[src/rtl/csa_mul_seq.sv]
// csa_mul_seq: sequential unsigned multiplier.
// One multiplier bit is folded into a carry-save (sum, carry) pair per cycle,
// then a single carry-propagate add resolves the product and the selected
// half (low for MUL, high for MULHU) is registered onto P.
//
// Handshake: start is sampled on a rising edge only while the block is not
// busy (IDLE or DONE); A, B and hi_sel are captured on that same edge.
// Exactly size+1 edges later done pulses high for one cycle with P valid.
// P then holds until the next resolve. busy covers ACCUM and RESOLVE.
module csa_mul_seq #(
  parameter int size = 32
) (
  input  logic            clk,
  input  logic            reset,
  input  logic            start,
  input  logic [size-1:0] A,
  input  logic [size-1:0] B,
  input  logic            hi_sel,
  output logic            busy,
  output logic            done,
  output logic [size-1:0] P
);

  localparam int PW = 2 * size;
  localparam int CW = $clog2(size);
  localparam logic [CW-1:0] LAST = CW'(size - 1);

  typedef enum logic [1:0] {
    ST_IDLE    = 2'd0,
    ST_ACCUM   = 2'd1,
    ST_RESOLVE = 2'd2,
    ST_DONE    = 2'd3
  } state_e;

  state_e          state_q, state_d;
  logic [size-1:0] a_q, a_d;
  logic [size-1:0] b_q, b_d;
  logic            hi_q, hi_d;
  logic [PW-1:0]   sum_q, sum_d;
  logic [PW-1:0]   carry_q, carry_d;
  logic [CW-1:0]   cnt_q, cnt_d;
  logic [size-1:0] p_q, p_d;

  logic          accept;
  logic [PW-1:0] pp;
  logic [PW-1:0] carry_sh;
  logic [PW-1:0] csa_sum;
  logic [PW-1:0] csa_cy;
  logic [PW-1:0] product;

  // State and datapath registers; reset wins over everything else.
  always_ff @(posedge clk) begin
    if (reset) begin
      state_q <= ST_IDLE;
      a_q     <= '0;
      b_q     <= '0;
      hi_q    <= 1'b0;
      sum_q   <= '0;
      carry_q <= '0;
      cnt_q   <= '0;
      p_q     <= '0;
    end else begin
      state_q <= state_d;
      a_q     <= a_d;
      b_q     <= b_d;
      hi_q    <= hi_d;
      sum_q   <= sum_d;
      carry_q <= carry_d;
      cnt_q   <= cnt_d;
      p_q     <= p_d;
    end
  end

  // Next-state logic: start is honoured only when not busy.
  always_comb begin
    state_d = state_q;
    case (state_q)
      ST_IDLE:    if (start) state_d = ST_ACCUM;
      ST_ACCUM:   if (cnt_q == LAST) state_d = ST_RESOLVE;
      ST_RESOLVE: state_d = ST_DONE;
      ST_DONE:    state_d = start ? ST_ACCUM : ST_IDLE;
      default:    state_d = ST_IDLE;
    endcase
  end

  // Datapath: operand capture, one 3:2 compression per ACCUM cycle, final add in RESOLVE.
  always_comb begin
    accept   = start && ((state_q == ST_IDLE) || (state_q == ST_DONE));
    pp       = b_q[cnt_q] ? (PW'(a_q) << cnt_q) : '0;
    carry_sh = carry_q << 1;
    csa_sum  = sum_q ^ carry_sh ^ pp;
    csa_cy   = (sum_q & carry_sh) | (sum_q & pp) | (carry_sh & pp);
    product  = sum_q + carry_sh;

    a_d     = a_q;
    b_d     = b_q;
    hi_d    = hi_q;
    sum_d   = sum_q;
    carry_d = carry_q;
    cnt_d   = cnt_q;
    p_d     = p_q;

    if (accept) begin
      a_d     = A;
      b_d     = B;
      hi_d    = hi_sel;
      sum_d   = '0;
      carry_d = '0;
      cnt_d   = '0;
    end else if (state_q == ST_ACCUM) begin
      sum_d   = csa_sum;
      carry_d = csa_cy;
      cnt_d   = (cnt_q == LAST) ? '0 : cnt_q + CW'(1);
    end else if (state_q == ST_RESOLVE) begin
      p_d = hi_q ? product[PW-1:size] : product[size-1:0];
    end
  end

  // Outputs decoded from the current state.
  always_comb begin
    busy = (state_q == ST_ACCUM) || (state_q == ST_RESOLVE);
    done = (state_q == ST_DONE);
  end

  assign P = p_q;

endmodule
[config.mk]
export PLATFORM = sky130hd
export DESIGN_NAME = csa_mul_seq
export DESIGN_NICKNAME = d
export VERILOG_FILES = /design/src/rtl/csa_mul_seq.sv
export SDC_FILE = /design/constraint.sdc
export NUM_CORES = 1
export LEC_CHECK = 0
export BUFFER_PORTS_ARGS = -buffer_cell sky130_fd_sc_hd__buf_4
export CORE_AREA = 2 2 173 192
export DETAILED_ROUTE_END_ITERATION = 16
export DIE_AREA = 0 0 175 194
export HOLD_SLACK_MARGIN = 0.03
export PLACE_DENSITY = 0.75
export SYNTH_ARGS = -nofsm -noshare
export SYNTH_HDL_FRONTEND = slang
export SYNTH_SLANG_ARGS = --single-unit
[constraint.sdc]
create_clock -name clk -period 3.88 [get_ports clk]
set_input_delay 0.388 -clock clk [delete_from_list [all_inputs] [get_ports clk]]
set_output_delay 0.388 -clock clk [all_outputs]
set_load 0.005 [all_outputs]
==> results of run 1 <==
-- power by group --
| group | switching [mW] | internal [mW] |
|---|---|---|
| logic | 2.68 | 1.63 |
| registers | 0.438 | 2.85 |
| clock network | 1.08 | 1.52 |
-- sequential cells by signal (all words and copies together) (netlist names) --
signal,cells
carry_q,63
a_q,32
P,32
state_q,2
cnt_q,5
sum_q,64
b_q,32
hi_q,1
-- how the worst max path moves through the flow --
stage,cells past startpoint,startpoint,end
floorplan,10,cnt_q[0],sum_q[30]
global placement,13,sum_q[1],P[31]
detailed placement,13,sum_q[1],P[31]
CTS,13,sum_q[1],P[29]
global route,13,carry_q[0],P[29]
finish,13,sum_q[1],P[31]
-- per-layer routing --
layer  GRT usage  part of all wire
met5           0                 0
met4      0.1176             0.045
met3     0.03137             0.064
met2      0.4158              0.44
met1      0.3792              0.45
-- worst max-delay path: stages (launching register included) --
cell and delay, ns:
dfxtp_1 0.39, ha_1 0.22, inv_1 0.07, fa_1 0.43
nor2b_2 0.16, o31a_4 0.16, o21ai_2 0.09, o21ai_2 0.24
a41oi_4 0.19, o41ai_4 0.46, a41oi_4 0.25, o31ai_1 0.37
nor3b_1 0.09, a211o_1 0.23
-- through the flow --
stage	total power, mW	setup slack, ns
6_report	10.19	0.4203
5_1_grt	10.81	0.1747
4_1_cts	10.19	0.4049
3_5_place_dp	7.569	0.4673
3_3_place_gp	7.480	0.5195
2_1_floorplan	6.294	0.6991
-- cell type report --
type	count	area (um^2)
clock inverter	15	152.6
multi-input combinational	1465	10430
timing repair buffer	126	983.4
sequential	231	4627
inverter	89	334.1
tap	426	533.0
fill	2877	14210
clock buffer	35	755.7
-- kinds of logic (layout without fill, tap and decap cells) --
family | after synthesis | in the layout
AOI/OAI and AO/OA | 481 | 481
muxes | 143 | 143
adders and majority gates | 133 | 133
and+or+nand+nor | 658 | 658
buffers and inverters | 221 | 265
DFF | 231 | 231
xor gates and xnor gates | 50 | 50
-- cell usage after synthesis, types with 6 or more instances --
cell | n | area [um^2]
mux2_2 | 15 | 168.9
nand3_1 | 20 | 100.1
fa_1 | 63 | 1261
and3_1 | 12 | 75.07
inv_1 | 86 | 322.8
a31oi_1 | 12 | 75.07
xnor2_1 | 34 | 297.8
nor2b_1 | 14 | 87.58
o21a_1 | 13 | 97.59
a21oi_1 | 166 | 830.8
nand2_1 | 269 | 1010
xor2_1 | 16 | 140.1
a211oi_1 | 76 | 570.6
nor3_1 | 15 | 75.07
a21o_1 | 28 | 210.2
o21ai_1 | 8 | 40.04
ha_1 | 70 | 875.8
or3_1 | 8 | 50.05
nor2_1 | 279 | 1047
clkbuf_1 | 102 | 382.9
buf_1 | 20 | 75.07
buf_2 | 7 | 35.03
o22ai_1 | 18 | 112.6
dfxtp_1 | 231 | 4624
o21ai_0 | 50 | 250.2
o21bai_1 | 21 | 157.7
nand4_1 | 17 | 106.4
o31ai_1 | 6 | 45.04
o211ai_1 | 6 | 45.04
mux4_2 | 34 | 765.7
mux2i_1 | 93 | 930.9
==> metrics.txt, run 1 <==
run status=finished clean; Post-synth EDFFs=0; antenna-violating nets left=0; TritonCTS buffer count=27; core box area=32,030 um^2; min cycle time layout=3.460 ns; DR vias=14,120; first-pass GRT wire length=73,630 um; I/O pin total=a little over 100; Avg Cell Area, Syn=8.281 um^2; Mapped Area=roughly 16,000 um^2; hold crit path type=in2reg; fin util=0.5563; grt ovf=0; # port buffers=101; register area share after synthesis=0.2913; Post-Synth Simple-Gate Area=0.1711; Achievable Freq=slightly below 300 MHz; number of global-route vias before repair=13,600; Residual DRC=0; Hold WS=0.07622 ns; diodes inserted=0; Worst slew margin=0.2970; RSZ-0062 raised after global routing=false; endpoints failing setup=0; Slew Limit Fails=0; detailed placement HPWL=35,500 um; GR Util All Layers=0.2689; Synth Flop Type=dfxtp_1; Post-CTS Setup Bufs=0; floorplan row count=69; Worst Setup Path Type=reg2reg; Syn Inst Count=roughly 1,900; hold_buf cts=0; yosys warns=0; share of cells above drive strength 1=0.1305; Die Y=194 um; clock root buffer=clkbuf_16; number of DRC markers in iteration 0=roughly 1,200; worst hold start=B[6]; XOR/XNOR Fraction of Synth Area=0.02759; Post-Syn Nets=2,118; post-CTS sizing=0; clk sink count=approximately 230; Worst Hold End=b_q[6]; clk_lat worst skew=between 0.5 and 0.6 ns; CTS clk-pin slew, worst paths=around 0.06 ns; TritonCTS clock tree=built; Final nets=2,141; Max H-tree Level=1; vias per cell=between 5 and 6; crit path max fanout=5; slew at the pin closest to its max-slew limit=1.055 ns; TritonRoute pass-1 iters=7; Adder-Cell Fraction of Synth Area=0.1346; unique cell type count in the Yosys netlist=80; DRT Wirelength=46,260 um; Initial Util=0.4956; pwr dens=572.0 nW/um^2; drt wl/cell=roughly 19 um; Worst Hold Depth=3; Req. time, crit path=4.33 ns; setup TNS=0 ns; compound-cell area share of the yosys netlist=0.2036; synth-to-layout area growth=12.25%; Worst R2R Setup Slack=0.42 ns; commonest non-fill, non-tap cell in the layout=nor2_1; crit share post-route=0.8917; Worst R2R Path Depth=13; total die area=33,950 um^2; die width=175 um; peak supply drop=~0.00036 V; # Max-Cap Violations=0; Fin Clk Skew=0.02126 ns; largest net degree at the start of global routing=108; CTS max path bufs=3; largest family of logic cells by synthesized area=compound AO/OA/AOI/OAI gates; reg2reg end=P[31]; final hold vios=0; most frequent cells in the layout=nor2_1 (277), nand2_1 (268), dfxtp_1 (229); CP endpoint kind=register; Finished Layout Cells=around 2,400; post-synthesis mux area share=0.1182; fin area=17,820 um^2; critical path arrival=about 4 ns; leakage power=6.750 nW; initial antenna violation count=0; startpoint types=register; dpl cells=between 2,000 and 2,500; Seq cells post-synth=approximately 230; Placed Area=roughly 17,000 um^2; reg2reg start=sum_q[1]; gpl congestion=about 0.96; FFs w/ async S/R, synth=0
Power figures use the tool's default switching activity.
==> run 2, diff against run 1 <==
--- a/config.mk
+++ b/config.mk
@@ -6,11 +6,11 @@
 export NUM_CORES = 1
 export LEC_CHECK = 0
 export BUFFER_PORTS_ARGS = -buffer_cell sky130_fd_sc_hd__buf_4
-export CORE_AREA = 2 2 173 192
+export CORE_AREA = 2 2 183 202
 export DETAILED_ROUTE_END_ITERATION = 16
-export DIE_AREA = 0 0 175 194
+export DIE_AREA = 0 0 185 204
 export HOLD_SLACK_MARGIN = 0.03
-export PLACE_DENSITY = 0.75
+export PLACE_DENSITY = 0.7
 export SYNTH_ARGS = -nofsm -noshare
 export SYNTH_HDL_FRONTEND = slang
 export SYNTH_SLANG_ARGS = --single-unit
==> metrics.txt, run 2 (same netlist as run 1, synthesis figures left out) <==
Achievable Freq=282.6 MHz (-2.2%); clk_lat worst skew=0.57 ns (about the same); clock root buffer=clkbuf_16; TritonRoute pass-1 iters=6 (-1); setup TNS=0 ns (unchanged); worst path cell trace=buf_4 -> mux2i_1 -> nand2_1 -> o21ai_0 -> nor2_1 -> a21oi_1 -> mux2_2 -> nor2_1 -> o21ai_0 -> fa_1 -> a211oi_1; Top reg by flops=sum_q; register area=4627 um^2 (unchanged); hold crit path type=in2reg; Die Y=204 um (+5.2%); floorplan row count=73 (+5.8%); Initial Util=0.4434 (-0.05225); # Max-Cap Violations=0 (unchanged); # port buffers=101 (unchanged); commonest non-fill, non-tap cell in the layout=nor2_1; drt wl/cell=18.89 um (-2.5%); slowest cell delay on critical path=0.57 ns (+0.11 ns); GR Util All Layers=0.2464 (-0.02249); CP endpoint kind=register; worst path bufs/invs=1 (unchanged); antenna-violating nets left=0 (unchanged); Worst Setup Path Type=reg2reg; DRT Wirelength=46,130 um (-0.30%); grt ovf=0 (unchanged); Slew Limit Fails=0 (unchanged); first-pass GRT wire length=73,680 um (about the same); I/O pin total=102 (unchanged); TritonCTS buffer count=28 (+3.7%); TritonCTS clock tree=built; largest net degree at the start of global routing=99 (-8.3%); detailed placement HPWL=35,760 um (+0.73%); total die area=37,740 um^2 (+11%); crit share post-route=0.9119 (+0.02027); number of global-route vias before repair=13,340 (-1.9%); Top delay family on crit path=compound AO/OA/AOI/OAI gates; RSZ-0062 raised after global routing=false; die width=185 um (+5.7%); number of DRC markers in iteration 0=959 (-18%); # fillers=3,495 (+21%); CTS max path bufs=3 (unchanged); crit path max fanout=35 (+30); fin util=0.4973 (-0.05904); max reg flops=64 (unchanged); critical path arrival=4.03 ns (+0.12 ns); Final nets=2,140 (-0.047%); diodes inserted=0 (unchanged); peak supply drop=0.0003821 V (+5.0%); final hold vios=0 (unchanged); startpoint types=register; pwr dens=562.3 nW/um^2 (-1.7%); DR vias=13,790 (-2.3%); Largest regs=sum_q x64, carry_q x63; min cycle time layout=3.538 ns (+0.07866 ns); core box area=35,800 um^2 (+12%); endpoints failing setup=0 (unchanged); slew at the pin closest to its max-slew limit=1.081 ns (+0.02634 ns); synth-to-layout area growth=12.16% (about the same); Residual DRC=0 (unchanged); share of cells above drive strength 1=0.1279 (-0.002668); gpl congestion=0.9305 (-2.6%); Worst slew margin=0.2768 (-0.02022); clk sink count=231 (unchanged); Fin Clk Skew=0.01422 ns (-0.007042 ns); CTS clk-pin slew, worst paths=0.06 ns (about the same); Req. time, crit path=4.37 ns (+0.04 ns); run status=finished clean; critical path's slowest cell=dfxtp_2; Max H-tree Level=1 (unchanged); vias per cell=5.647 (-4.5%); area occupied by multi-input gates=10,430 um^2 (unchanged); initial antenna violation count=0 (unchanged); most frequent cells in the layout=nor2_1 (277), nand2_1 (268), dfxtp_1 (229); leakage power=6.700 nW (-0.74%)
==> run 2: final timing paths <==
| kind | startpoint | end | slack (ns) | cells past startpoint |
|---|---|---|---|---|
| max | cnt_q[1] | sum_q[31] | 0.34 | 11 |
| min | B[6] | b_q[6] | 0.06 | 3 |
| max reg2reg | cnt_q[1] | sum_q[31] | 0.34 | 11 |
| min reg2reg | b_q[8] | b_q[8] | 0.46 | 2 |
==> run 2: worst reg2reg max path, stage by stage (launching register included) <==
cell      delay (ns)
dfxtp_2         0.57
buf_4           0.45
mux2i_1         0.28
nand2_1         0.07
o21ai_0         0.26
nor2_1          0.08
a21oi_1         0.38
mux2_2          0.29
nor2_1          0.05
o21ai_0         0.33
fa_1            0.48
a211oi_1        0.22
==> run 2: layout make-up <==
class / instances / share of cell area
Multi-Input combinational cell: 1465 / 0.5859
Inverter: 89 / 0.01876
Timing Repair Buffer: 124 / 0.05390
Clock inverter: 12 / 0.004989
Sequential cell: 231 / 0.2599
Clock buffer: 34 / 0.04230
Tap cell: 487 / 0.03422
==> run 2: report_power, final <==
| group | internal [mW] | switching [mW] | leakage [nW] |
|---|---|---|---|
| Clock | 1.37 | 1.06 | 0.406 |
| Combinational | 1.62 | 2.69 | 4.41 |
| Sequential | 2.85 | 0.417 | 1.88 |
| Total | 5.85 | 4.17 | 6.70 |
==> run 2: what timing repair did <==
item | 4_1_cts | 5_1_grt
endpoints found under the setup margin | 0 | 1
resized for setup | 0 | 1
setup buffers | 0 | 0
endpoints found under the hold margin | 0 | 0
hold buffers | 0 | 0
==> run 2: per-stage QoR <==
step,hold WS (ns),std cells,total power [mW],instance area [um^2],worst slack [ns]
2_1_floorplan,0.4331,1917,6.294,15870,0.6991
3_3_place_gp,0.4402,2396,7.514,16960,0.2079
3_5_place_dp,0.4469,2396,7.580,16960,0.1705
4_1_cts,0.04352,2442,10.04,17800,0.1620
5_1_grt,0.04739,2442,10.68,17800,0.1434
6_report,0.06260,2442,10.01,17800,0.3417
==> run 2: metal layers <==
metal	part of all wire	vias up	track usage
met5	0	-	0
met4	0.039	0	0.09666
met3	0.059	90	0.02602
met2	0.45	448	0.3864
met1	0.46	6505	0.3482
li1	-	6746	-
